===== src/rtl/uart_cmd_frame_decoder.sv =====
// Command frame decoder fed by the UART receiver: assembles HEADER/cmd/value/checksum
// frames, drives the video-control registers and returns an ACK/NAK byte to the transmitter.
module uart_cmd_frame_decoder #(
    parameter logic [7:0]  HEADER      = 8'hA5,
    parameter int unsigned TIMEOUT_CYC = 25000,
    parameter logic [7:0]  ACK_BYTE    = 8'h06,
    parameter logic [7:0]  NAK_BYTE    = 8'h15
) (
    input  logic       I_clk,
    input  logic       I_rst,
    input  logic [7:0] I_rx_data,
    input  logic       I_rx_valid,
    input  logic       I_tx_busy,
    output logic       O_tx_wreq,
    output logic [7:0] O_tx_wdata,
    output logic       O_split_full_flag,
    output logic [3:0] O_screen_switch,
    output logic       O_video_move_en,
    output logic       O_cmd_valid,
    output logic       O_frame_err,
    output logic [1:0] O_err_code
);

    localparam int unsigned CW = $clog2(TIMEOUT_CYC + 1);

    typedef enum logic [1:0] {HUNT, CMD, VAL, CSUM} state_t;

    state_t        r_state, w_state_next;
    logic [CW-1:0] r_to_cnt;
    logic [7:0]    r_cmd, r_val, r_reply;
    logic          r_pending;
    logic          w_good, w_bad, w_timeout, w_issue;
    logic [1:0]    w_code;
    logic [7:0]    w_sum;

    always_comb begin
        w_state_next = r_state;
        w_good       = 1'b0;
        w_bad        = 1'b0;
        w_timeout    = 1'b0;
        w_code       = 2'd0;
        w_sum        = r_cmd + r_val;
        if (r_state != HUNT && !I_rx_valid && r_to_cnt == CW'(TIMEOUT_CYC - 1)) begin
            w_state_next = HUNT;
            w_timeout    = 1'b1;
        end else if (I_rx_valid) begin
            case (r_state)
                HUNT: if (I_rx_data == HEADER) w_state_next = CMD;
                CMD:  w_state_next = VAL;
                VAL:  w_state_next = CSUM;
                CSUM: begin
                    w_state_next = HUNT;
                    // Checksum mismatch outranks an unknown command.
                    if (I_rx_data != w_sum) begin
                        w_bad  = 1'b1;
                        w_code = 2'd1;
                    end else begin
                        case (r_cmd)
                            8'h01, 8'h03: w_good = 1'b1;
                            8'h02: begin
                                w_good = (r_val[7:4] == 4'h0);
                                w_bad  = (r_val[7:4] != 4'h0);
                                w_code = 2'd2;
                            end
                            default: begin
                                w_bad  = 1'b1;
                                w_code = 2'd2;
                            end
                        endcase
                    end
                end
                default: w_state_next = HUNT;
            endcase
        end
    end

    assign w_issue = r_pending & ~I_tx_busy;

    always_ff @(posedge I_clk) begin
        if (I_rst) r_state <= HUNT;
        else       r_state <= w_state_next;
    end

    always_ff @(posedge I_clk) begin
        if (I_rst) begin
            r_to_cnt          <= '0;
            r_cmd             <= '0;
            r_val             <= '0;
            r_reply           <= '0;
            r_pending         <= 1'b0;
            O_tx_wreq         <= 1'b0;
            O_tx_wdata        <= '0;
            O_split_full_flag <= 1'b0;
            O_screen_switch   <= '0;
            O_video_move_en   <= 1'b0;
            O_cmd_valid       <= 1'b0;
            O_frame_err       <= 1'b0;
            O_err_code        <= '0;
        end else begin
            O_cmd_valid <= w_good;
            O_frame_err <= w_bad | w_timeout;

            if (r_state == HUNT || I_rx_valid) r_to_cnt <= '0;
            else                               r_to_cnt <= r_to_cnt + 1'b1;

            if (r_state == CMD && I_rx_valid) r_cmd <= I_rx_data;
            if (r_state == VAL && I_rx_valid) r_val <= I_rx_data;

            if (w_timeout)  O_err_code <= 2'd3;
            else if (w_bad) O_err_code <= w_code;

            if (w_good) begin
                case (r_cmd)
                    8'h01:   O_split_full_flag <= r_val[0];
                    8'h02:   O_screen_switch   <= r_val[3:0];
                    default: O_video_move_en   <= r_val[0];
                endcase
            end

            // Registered request: a reply pending while the transmitter is idle goes out next cycle.
            O_tx_wreq <= w_issue;
            if (w_issue) O_tx_wdata <= r_reply;

            if (w_good || w_bad || w_timeout) begin
                r_pending <= 1'b1;
                r_reply   <= w_good ? ACK_BYTE : NAK_BYTE;
            end else if (w_issue) begin
                r_pending <= 1'b0;
            end
        end
    end

endmodule


===== config.mk =====
export PLATFORM = sky130hd
export DESIGN_NAME = uart_cmd_frame_decoder
export DESIGN_NICKNAME = d
export VERILOG_FILES = /design/src/rtl/uart_cmd_frame_decoder.sv
export SDC_FILE = /design/constraint.sdc
export NUM_CORES = 1
export LEC_CHECK = 0
export CORE_ASPECT_RATIO = 0.8
export CORE_MARGIN = 2
export CORE_UTILIZATION = 50
export CTS_BUF_LIST = sky130_fd_sc_hd__clkbuf_2 sky130_fd_sc_hd__clkbuf_4 sky130_fd_sc_hd__clkbuf_8
export CTS_CLUSTER_SIZE = 20
export DETAILED_ROUTE_END_ITERATION = 16
export PLACE_DENSITY = 0.74
export SKIP_LAST_GASP = 1
export SYNTH_ARGS = -nofsm -noshare
export SYNTH_HDL_FRONTEND = slang
export SYNTH_SLANG_ARGS = --single-unit

===== constraint.sdc =====
create_clock -name I_clk -period 3.3 [get_ports I_clk]
set_input_delay 0.825 -clock I_clk [delete_from_list [all_inputs] [get_ports I_clk]]
set_output_delay 0.825 -clock I_clk [all_outputs]
set_load 0.005 [all_outputs]

==> impl_metrics.tcl, run 1 <==
set metrics [dict create \
    synth-edff-count 0 \
    period_needed_ns 2.53 \
    layout_setup_ws_ns 0.771 \
    peakVddDrop_v 0.000273 \
    drive_gt1_share_pct 7.05 \
    drc 0 \
    cts_sinks 51 \
    clkPwrFrac_pct 36.4 \
    ys_ff_latch 51 \
    avgSynthCellArea_um2 8.90 \
    fin_skew_ns 0.00667 \
    synth-main-ff-cell "dfxtp_1" \
    yosysTopAreaCell "dfxtp_1" \
    vias 2042 \
    netlist_instances 288 \
    max_freq_ghz 0.395 \
    worstHoldEndpoint "r_pending$_SDFFE_PP0P_" \
    seq_power_share_pct 58.5 \
    cts_resized 0 \
    outcome "complete, no violations" \
    post-place-ws_ns 0.539 \
    clockBufferDepth 2 \
    switching_power_w 0.000256 \
    setup_tns_ns 0 \
    io_pins 31 \
    synthArstFlopShare_pct 0 \
    critical_path_required_ns 3.51 \
    wire_per_inst_um 13.9 \
    ff2ff_setup_slack_ns 0.77 \
    hold_viol 0 \
    path_class "reg -> reg" \
    syn_area_mm2 0.00256 \
    setup_viol 0 \
    ys_seq_area_share_pct 39.8 \
    place_hpwl_mm 3.71 \
    area_delta_synth_final_pct 15.2 \
    insertion_delay_ns 0.31 \
    min-delay-start "r_pending$_SDFFE_PP0P_" \
    slew_headroom_pct 61.1 \
    yosysTopAreaCellShare_pct 39.8 \
    antenna_left 0 \
    path_cells "ha_1, fa_1, a21o_1, a221oi_2, xnor2_1, nor3_4, nand3_4, o31a_1" \
    grt_pass1_vias 1902 \
    synth_warnings 0 \
    coreArea_mm2 0.00498 \
    min_path_type "reg -> reg" \
    tightest_slew_ns 0.578 \
    die_area_mm2 0.00572 \
    synthTopCellsByCount "dfxtp_1 (51), nand2_1 (27), nor2_1 (27), nand3_1 (25), a21oi_1 (22)" \
    critPathTopFamily "compound AO/OA/AOI/OAI gates" \
    rsz0062_at_grt "false" \
    place.gp.congestion 0.852 \
    crit_path_end_kind "flip-flop" \
    crit_arrival_ns 2.74 \
    rr_worst_depth 8 \
    gr-total-overflow 0 \
    cts.clk_slew.worst_paths_ns 0.10 \
    die_w_um 84.0 \
    cts_buffers 5 \
    synth.area.top_cells "dfxtp_1 (40%), ha_1 (5.9%), xor2_1 (5.1%)" \
    nets 336 \
    r2r_start "r_cmd[0]$_SDFFE_PP0P_" \
    h-tree-depth 2 \
    fin_crit_sh_pct 76.6 \
    switching_share_pct 24.4 \
    rows 23 \
    drv_cap 0 \
    antenna_cells 0 \
    critPathMaxStageDelay_ns 0.40 \
    portBuffers 26 \
    synth.most_common_cell "dfxtp_1" \
    worst_path_max_delay_cell "fa_1" \
    slew_viol_final 0 \
    combPwrFrac_pct 5.1 \
    grt_pass1_wl_mm 8.84 \
    r2r-end "O_frame_err$_SDFF_PP0_" \
    hold_depth 2 \
    synth_cell_types 45 \
    crit_fanout 6 \
    path_buf_inv 0 \
    power.density_mw_per_mm2 356 \
    initial_utilization_pct 51.5 \
    drt_first_iter_violations 81 \
    cts-root-buf "clkbuf_8" \
    postCtsSetupRepairBufs 0 \
    internal_power_w 0.000796 \
    die-height_um 68.0 \
    drt-pass1-iter-count 4 \
    wirelength_mm 5.21 \
    post_drt_via_cell_ratio 5.46 \
    antenna_found_initial 0 \
    start_kind "flip-flop" \
    grt_usage_pct 19.5 \
    cts.hold.buffers_added 0 \
    cellLeakagePower_nw 1.10 \
    cts_tree "yes" \
    grt_max_degree 35 \
]
state kept, by name, summed over array words and instances (netlist names):
name and count:
O_cmd_valid 1, r_state 2, r_pending 1, O_frame_err 1, O_video_move_en 1, O_tx_wdata 3, O_split_full_flag 1, r_to_cnt 15
r_reply 3, r_val 8, O_screen_switch 4, O_err_code 2, r_cmd 8, O_tx_wreq 1
cells by family (layout without fill, tap and decap cells):
kind of cell | after synthesis | count (layout) | share of synthesized area, %
mux | 10 | 10 | 3.91
xor+xnor | 26 | 26 | 8.89
simple gates | 129 | 129 | 27.2
other cells | 1 | 4 | 0.146
buf+inv | 19 | 40 | 3.52
flops | 51 | 51 | 39.8
fa+ha+maj | 13 | 13 | 6.64
compound gates | 39 | 39 | 9.86
stage by stage:
stage	area, µm²	hold slack [ns]	util [%]	std cells	total power [W]
final	2950	0.455	59.3	374	0.00105
after global routing	2950	0.504	59.3	374	0.00110
after CTS	2950	0.457	59.3	374	0.00106
after detailed placement	2860	0.443	57.4	366	0.000683
after global placement	2860	0.433	57.4	366	0.000683
after floorplan	2570	0.418	-	291	0.000661
layout by cell type, fill, tap and decap left out, drive strengths merged, types with 2 or more instances in the layout:
cell | synthesis | layout
a21o | 3 | 3
a21oi | 22 | 22
a221oi | 2 | 2
and3 | 3 | 3
and4 | 2 | 2
buf | 8 | 3
clkbuf | 8 | 5
clkdlybuf4s50 | 0 | 26
clkinv | 0 | 2
conb | 1 | 4
dfxtp | 51 | 51
ha | 12 | 12
inv | 3 | 4
mux2i | 10 | 10
nand2 | 27 | 27
nand2b | 13 | 13
nand3 | 26 | 26
nand4 | 7 | 7
nor2 | 27 | 27
nor2b | 2 | 2
nor3 | 11 | 11
nor4 | 2 | 2
o211ai | 2 | 2
o21ai | 4 | 4
or3 | 2 | 2
or4bb | 2 | 2
xnor2 | 11 | 11
xor2 | 15 | 15
worst min-delay path: stages (launching register included):
cell and delay (ns):
dfxtp_1 0.32, nand2_1 0.05, a21oi_1 0.05
metal layers:
layer | up-vias | global-route usage (%) | share of wire (%)
li1 | 1033 | - | -
met1 | 963 | 26.3 | 52
met2 | 42 | 30.5 | 44
met3 | 4 | 5.79 | 3.6
met4 | 0 | 5.85 | 0.77
met5 | - | 0 | 0
area by class of cell:
type,instances,area (µm²)
flip-flops and latches,51,1020
clock inverters,3,28.8
repair buffers,29,283
fillers,460,2030
well taps,62,77.6
clock buffers,5,68.8
multi-input cells,221,1460
inverters,3,11.3
power by group through the flow:
stage	Sequential, W	Clock, W	Combinational (W)
detailed placement	0.000630	0	0.0000533
global route	0.000616	0.000426	0.0000579
floorplan	0.000630	0	0.0000312
finish	0.000616	0.000383	0.0000541
CTS	0.000616	0.000394	0.0000534
global placement	0.000630	0	0.0000534
worst max path at each step:
| stage | slack [ns] | to | depth (start not counted) | startpoint |
|---|---|---|---|---|
| after global placement | 0.54 | O_frame_err$_SDFF_PP0_ | 6 | I_rx_data[7] |
| after CTS | 0.79 | O_frame_err$_SDFF_PP0_ | 8 | r_cmd[0]$_SDFFE_PP0P_ |
| after detailed placement | 0.54 | O_screen_switch[1]$_SDFFE_PP0P_ | 6 | I_rx_data[7] |
| final | 0.77 | O_frame_err$_SDFF_PP0_ | 8 | r_cmd[0]$_SDFFE_PP0P_ |
| after global routing | 0.66 | O_frame_err$_SDFF_PP0_ | 8 | r_cmd[0]$_SDFFE_PP0P_ |
| after floorplan | 1.0 | O_frame_err$_SDFF_PP0_ | 8 | r_cmd[0]$_SDFFE_PP0P_ |
(Power assumes the default switching activity.)
==> run 2, diff against run 1 <==
Clock period 3.3 ns to 2.4 ns, I/O delays scaled along.
==> run 2 against run 1 <==
Effect of this change: sequential power is 37% higher; clock skew is 0.012 ns higher; via count is 1.6% higher; utilization is 1.5 points higher; total power is 39% higher; count of clock-buffer cells in the layout is 1 higher; sequential share of layout area is 0.82 points lower; first-iteration DRC count is 150% higher; sequential cell count stayed put; largest cell class unchanged.
==> impl_metrics.tcl, run 2 (synthesis results as in run 1) <==
set metrics [dict create \
    place_hpwl_mm 3.86 \
    setup_viol 0 \
    antenna_left 0 \
    r2r_start "r_cmd[0]$_SDFFE_PP0P_" \
    drc 0 \
    ff2ff_setup_slack_ns 0.09 \
    clockBufferDepth 2 \
    largest_reg_flops 15 \
    grt_usage_pct 18.6 \
    dpl_cell_area_mm2 0.00290 \
    nets 344 \
    final_cells 382 \
    hold_viol 0 \
    tightest_slew_ns 0.510 \
    crit_arrival_ns 2.51 \
    antenna_cells 0 \
    antenna_found_initial 0 \
    gr-total-overflow 0 \
    initial_utilization_pct 51.5 \
    hold_ws_ns 0.453 \
    drive_gt1_share_pct 10.6 \
    place.gp.congestion 0.848 \
    fin_skew_ns 0.0191 \
    vias 2075 \
    min-delay-start "r_to_cnt[0]$_SDFF_PP0_" \
    dp.cells 372 \
    period_needed_ns 2.31 \
    r2r-end "O_frame_err$_SDFF_PP0_" \
    power.density_mw_per_mm2 482 \
    cts_buffers 5 \
    critPathMaxStageDelay_ns 0.34 \
    layout_common_cells "dfxtp_1 (50), nand2_1 (27), nor2_1 (27)" \
    insertion_delay_ns 0.32 \
    cts_tree "yes" \
    grt_max_degree 26 \
    stdcell_area_mm2 0.00303 \
    die_w_um 84.0 \
    cts.clk_slew.worst_paths_ns 0.11 \
    post_drt_via_cell_ratio 5.43 \
    die_area_mm2 0.00572 \
    mostFrequentLayoutCell "dfxtp_1" \
    max_freq_ghz 0.434 \
    final_util_pct 60.8 \
    endpoint "O_frame_err$_SDFF_PP0_" \
    grt_pass1_vias 1836 \
    cellLeakagePower_nw 1.13 \
    grt_pass1_wl_mm 8.48 \
    h-tree-depth 2 \
    drv_cap 0 \
    min_path_type "reg -> reg" \
    path_class "reg -> reg" \
    wire_per_inst_um 13.8 \
    path_cells "ha_2, fa_2, a21o_1, a221oi_2, xnor2_2, nor3_4, nand3_4, o31a_1" \
    worst_path_max_delay_cell "fa_2" \
    peakVddDrop_v 0.000326 \
    cts_sinks 51 \
    portBuffers 26 \
    coreArea_mm2 0.00498 \
    rr_worst_depth 8 \
    drt-pass1-iter-count 4 \
    largest_registers "r_to_cnt: 15 flops, r_cmd: 8 flops, r_val: 8 flops" \
    wirelength_mm 5.27 \
    fin_crit_sh_pct 96.1 \
    start_kind "flip-flop" \
    drt_first_iter_violations 200 \
    cts-root-buf "clkbuf_8" \
    outcome "complete, no violations" \
    area_delta_synth_final_pct 18.2 \
    rows 23 \
    critPathLaunch "r_cmd[0]$_SDFFE_PP0P_" \
    io_pins 31 \
    top_register "r_to_cnt" \
    die-height_um 68.0 \
    crit_path_end_kind "flip-flop" \
    slew_viol_final 0 \
    cts.hold.buffers_added 0 \
    crit_fanout 6 \
    critical_path_required_ns 2.61 \
    slew_headroom_pct 66.0 \
]
-- run 2: changes by cell type in the layout (fill, tap and decap cells not counted) --
| cell | previous run | this run |
|---|---|---|
| buf_4 | 3 | 11 |
| clkbuf_8 | 5 | 6 |
| clkinv_4 | 2 | 1 |
| clkinvlp_4 | 0 | 1 |
| dfxtp_1 | 51 | 50 |
| dfxtp_2 | 0 | 1 |
| fa_1 | 1 | 0 |
| fa_2 | 0 | 1 |
| ha_1 | 12 | 11 |
| ha_2 | 0 | 1 |
| inv_8 | 1 | 0 |
| xnor2_1 | 11 | 10 |
| xnor2_2 | 0 | 1 |
-- run 2: metal layers --
| layer | GRT usage, % | wire length [µm] | vias up |
|---|---|---|---|
| met5 | 0 | 0 | - |
| met4 | 6.65 | 48 | 0 |
| met3 | 4.22 | 246 | 6 |
| met2 | 28.9 | 2400 | 49 |
| met1 | 25.7 | 2570 | 966 |
| li1 | - | - | 1054 |
-- run 2: through the flow --
step | setup TNS, ns | power [W] | setup slack [ns]
finish | 0 | 0.00146 | 0.0934
global route | -0.00469 | 0.00151 | -0.00469
CTS | 0 | 0.00147 | 0.0516
detailed placement | -0.0109 | 0.000944 | -0.00672
global placement | 0 | 0.000943 | 0.0563
floorplan | 0 | 0.000909 | 0.0990
-- run 2: cell type report --
type,count,area (µm²)
Clock inverter,2,16.3
Inverter,3,11.3
Fill cell,415,1950
Multi-Input combinational cell,221,1480
Clock buffer,6,82.6
Sequential cell,51,1020
Timing Repair Buffer,37,343
Tap cell,62,77.6
-- run 2: worst min-delay path by stage --
stage	end	slack [ns]	cells after the start
finish	r_to_cnt[0]$_SDFF_PP0_	0.45	1
CTS	r_to_cnt[0]$_SDFF_PP0_	0.46	1
global placement	r_to_cnt[0]$_SDFF_PP0_	0.43	1
floorplan	r_to_cnt[0]$_SDFF_PP0_	0.42	1
detailed placement	r_to_cnt[0]$_SDFF_PP0_	0.44	1
global route	r_to_cnt[0]$_SDFF_PP0_	0.48	1
-- run 2: worst max-delay path, delay by kind of cell, from the launching register on --
kind,cells,cell delay [ns]
xor gates and xnor gates,1,0.11
DFF,1,0.33
AOI/OAI and AO/OA,3,0.77
adders and majority gates,2,0.54
and+or+nand+nor,2,0.43
-- run 2: report_power, final --
part           leakage, nW  internal [W]  switching, W
logic                0.675     0.0000374     0.0000433
registers            0.411      0.000846   0.000000370
clock network       0.0474      0.000236      0.000296
-- run 2: what timing repair did --
action                                  CTS  global route
buffers inserted                          0             2
pin swaps                                 1             4
endpoints found under the setup margin    4             6
resized for setup                         0             4
==> run 3, diff against run 2 <==
Clock period 2.4 ns to 2.6 ns, I/O delays scaled along.
==> run 3 against run 2 <==
Effect of this change: design area is 2.6% lower; clock skew is 0.0094 ns lower; total power is 10% lower; wire length is 1.4% lower; utilization is 1.6 points lower; clock power is 14% lower; sequential cell count stayed put; non-clock buffer count is 7 lower; via count is 0.63% lower; die area stayed put; largest cell class unchanged.
==> impl_metrics.tcl, run 3 (synthesis results as in run 1) <==
set metrics [dict create \
    min-delay-start "r_to_cnt[0]$_SDFF_PP0_" \
    cts_buffers 5 \
    coreArea_mm2 0.00498 \
    die_area_mm2 0.00572 \
    h-tree-depth 2 \
    max_freq_ghz 0.403 \
    path_class "reg -> reg" \
    drc 0 \
    critPathMaxStageDelay_ns 0.41 \
    worst_path_max_delay_cell "fa_1" \
    path_cells "ha_1, fa_1, a21o_1, a221oi_2, xnor2_1, nor3_4, nand3_4, o31a_1" \
    start_kind "flip-flop" \
    hold_depth 1 \
    initial_utilization_pct 51.5 \
    place.gp.congestion 0.876 \
    top_register "r_to_cnt" \
    antenna_left 0 \
    tightest_slew_ns 0.544 \
    min_path_type "reg -> reg" \
    outcome "complete, no violations" \
    largest_registers "r_to_cnt: 15 flops, r_cmd: 8 flops, r_val: 8 flops" \
    n_fill_cell 444 \
    critPathTopFamily "compound AO/OA/AOI/OAI gates" \
    drt-pass1-iter-count 5 \
    nets 337 \
    slew_headroom_pct 63.4 \
    rows 23 \
    crit_arrival_ns 2.68 \
    hold_ws_ns 0.461 \
    antenna_cells 0 \
    hold_viol 0 \
    grt_pass1_vias 1797 \
    cts_tree "yes" \
    insertion_delay_ns 0.30 \
    largest_reg_flops 15 \
    ff2ff_setup_slack_ns 0.12 \
    period_needed_ns 2.48 \
    mostFrequentLayoutCell "dfxtp_1" \
    grt_max_degree 41 \
    setup_viol 0 \
    cts.clk_slew.worst_paths_ns 0.10 \
    r2r_start "r_cmd[0]$_SDFFE_PP0P_" \
    crit_fanout 6 \
    drive_gt1_share_pct 7.35 \
    cts-root-buf "clkbuf_8" \
    cts_resized 0 \
    path_buf_inv 0 \
    wire_per_inst_um 13.9 \
    grt_pass1_wl_mm 8.47 \
    clockBufferDepth 2 \
    layout_common_cells "dfxtp_1 (51), nand2_1 (27), nor2_1 (27)" \
    rsz0062_at_grt "true" \
    power.density_mw_per_mm2 444 \
    die_w_um 84.0 \
    gr-total-overflow 0 \
    rr_worst_depth 8 \
    critical_path_required_ns 2.80 \
    fin_skew_ns 0.00967 \
    place_hpwl_mm 3.71 \
    grt_usage_pct 18.8 \
    io_pins 31 \
    fin_crit_sh_pct 95.5 \
    stdcell_area_mm2 0.00295 \
    drt_first_iter_violations 110 \
    area_delta_synth_final_pct 15.1 \
    drv_cap 0 \
    wirelength_mm 5.20 \
    slew_viol_final 0 \
    post_drt_via_cell_ratio 5.50 \
    portBuffers 26 \
    r2r-end "O_frame_err$_SDFF_PP0_" \
    cts_sinks 51 \
    antenna_found_initial 0 \
    die-height_um 68.0 \
    cellLeakagePower_nw 1.10 \
    peakVddDrop_v 0.000292 \
    crit_path_end_kind "flip-flop" \
    dpl_cell_area_mm2 0.00286 \
    final_util_pct 59.3 \
    worstHoldEndpoint "r_to_cnt[0]$_SDFF_PP0_" \
    vias 2062 \
]
==> run 3: cell types whose count changed in the layout (fill, tap and decap cells not counted), sizes merged <==
cell	change
buf	-7
clkinv	+1
clkbuf	-1
inv	+1
clkinvlp	-1
==> run 3: timing repair <==
item | CTS | global route
endpoints found under the setup margin | 0 | 1
buffers inserted | 0 | 0
hold buffers | 0 | 0
==> run 3: worst max path at each step <==
stage,start,endpoint,slack [ns],cells after the start
after global placement,r_cmd[0]$_SDFFE_PP0P_,O_frame_err$_SDFF_PP0_,0.20,8
final,r_cmd[0]$_SDFFE_PP0P_,O_frame_err$_SDFF_PP0_,0.12,8
after detailed placement,r_cmd[0]$_SDFFE_PP0P_,O_frame_err$_SDFF_PP0_,0.16,8
after floorplan,r_cmd[0]$_SDFFE_PP0P_,O_frame_err$_SDFF_PP0_,0.30,8
after global routing,r_cmd[0]$_SDFFE_PP0P_,O_screen_switch[0]$_SDFFE_PP0P_,-0.006,8
after CTS,r_cmd[0]$_SDFFE_PP0P_,O_frame_err$_SDFF_PP0_,0.12,8
==> run 3: routing by layer <==
| metal | GRT usage (%) | routed length (µm) |
|---|---|---|
| met5 | 0 | 0 |
| met4 | 7.26 | 62 |
| met3 | 4.22 | 248 |
| met2 | 28.5 | 2280 |
| met1 | 26.1 | 2610 |
==> run 3: through the flow <==
step,total power [W],setup slack (ns),setup TNS (ns),std cells
after floorplan,0.000839,0.299,0,291
after global placement,0.000868,0.203,0,367
after detailed placement,0.000869,0.156,0,367
after CTS,0.00133,0.122,0,375
after global routing,0.00137,-0.00599,-0.00599,375
final,0.00131,0.117,0,375
==> run 3: cell type report <==
type                            instances  area, µm²  area share (%)
Clock buffer                            5       68.8            2.33
Clock inverter                          3       18.8           0.636
Timing Repair Buffer                   30        290            9.84
Sequential cell                        51       1020            34.6
Tap cell                               62       77.6            2.63
Multi-Input combinational cell        221       1460            49.6
Inverter                                3       11.3           0.382
==> run 3: power breakdown <==
group | switching (W) | internal [W]
Clock | 0.000268 | 0.000190
Combinational | 0.0000395 | 0.0000310
Sequential | 0.000000373 | 0.000781
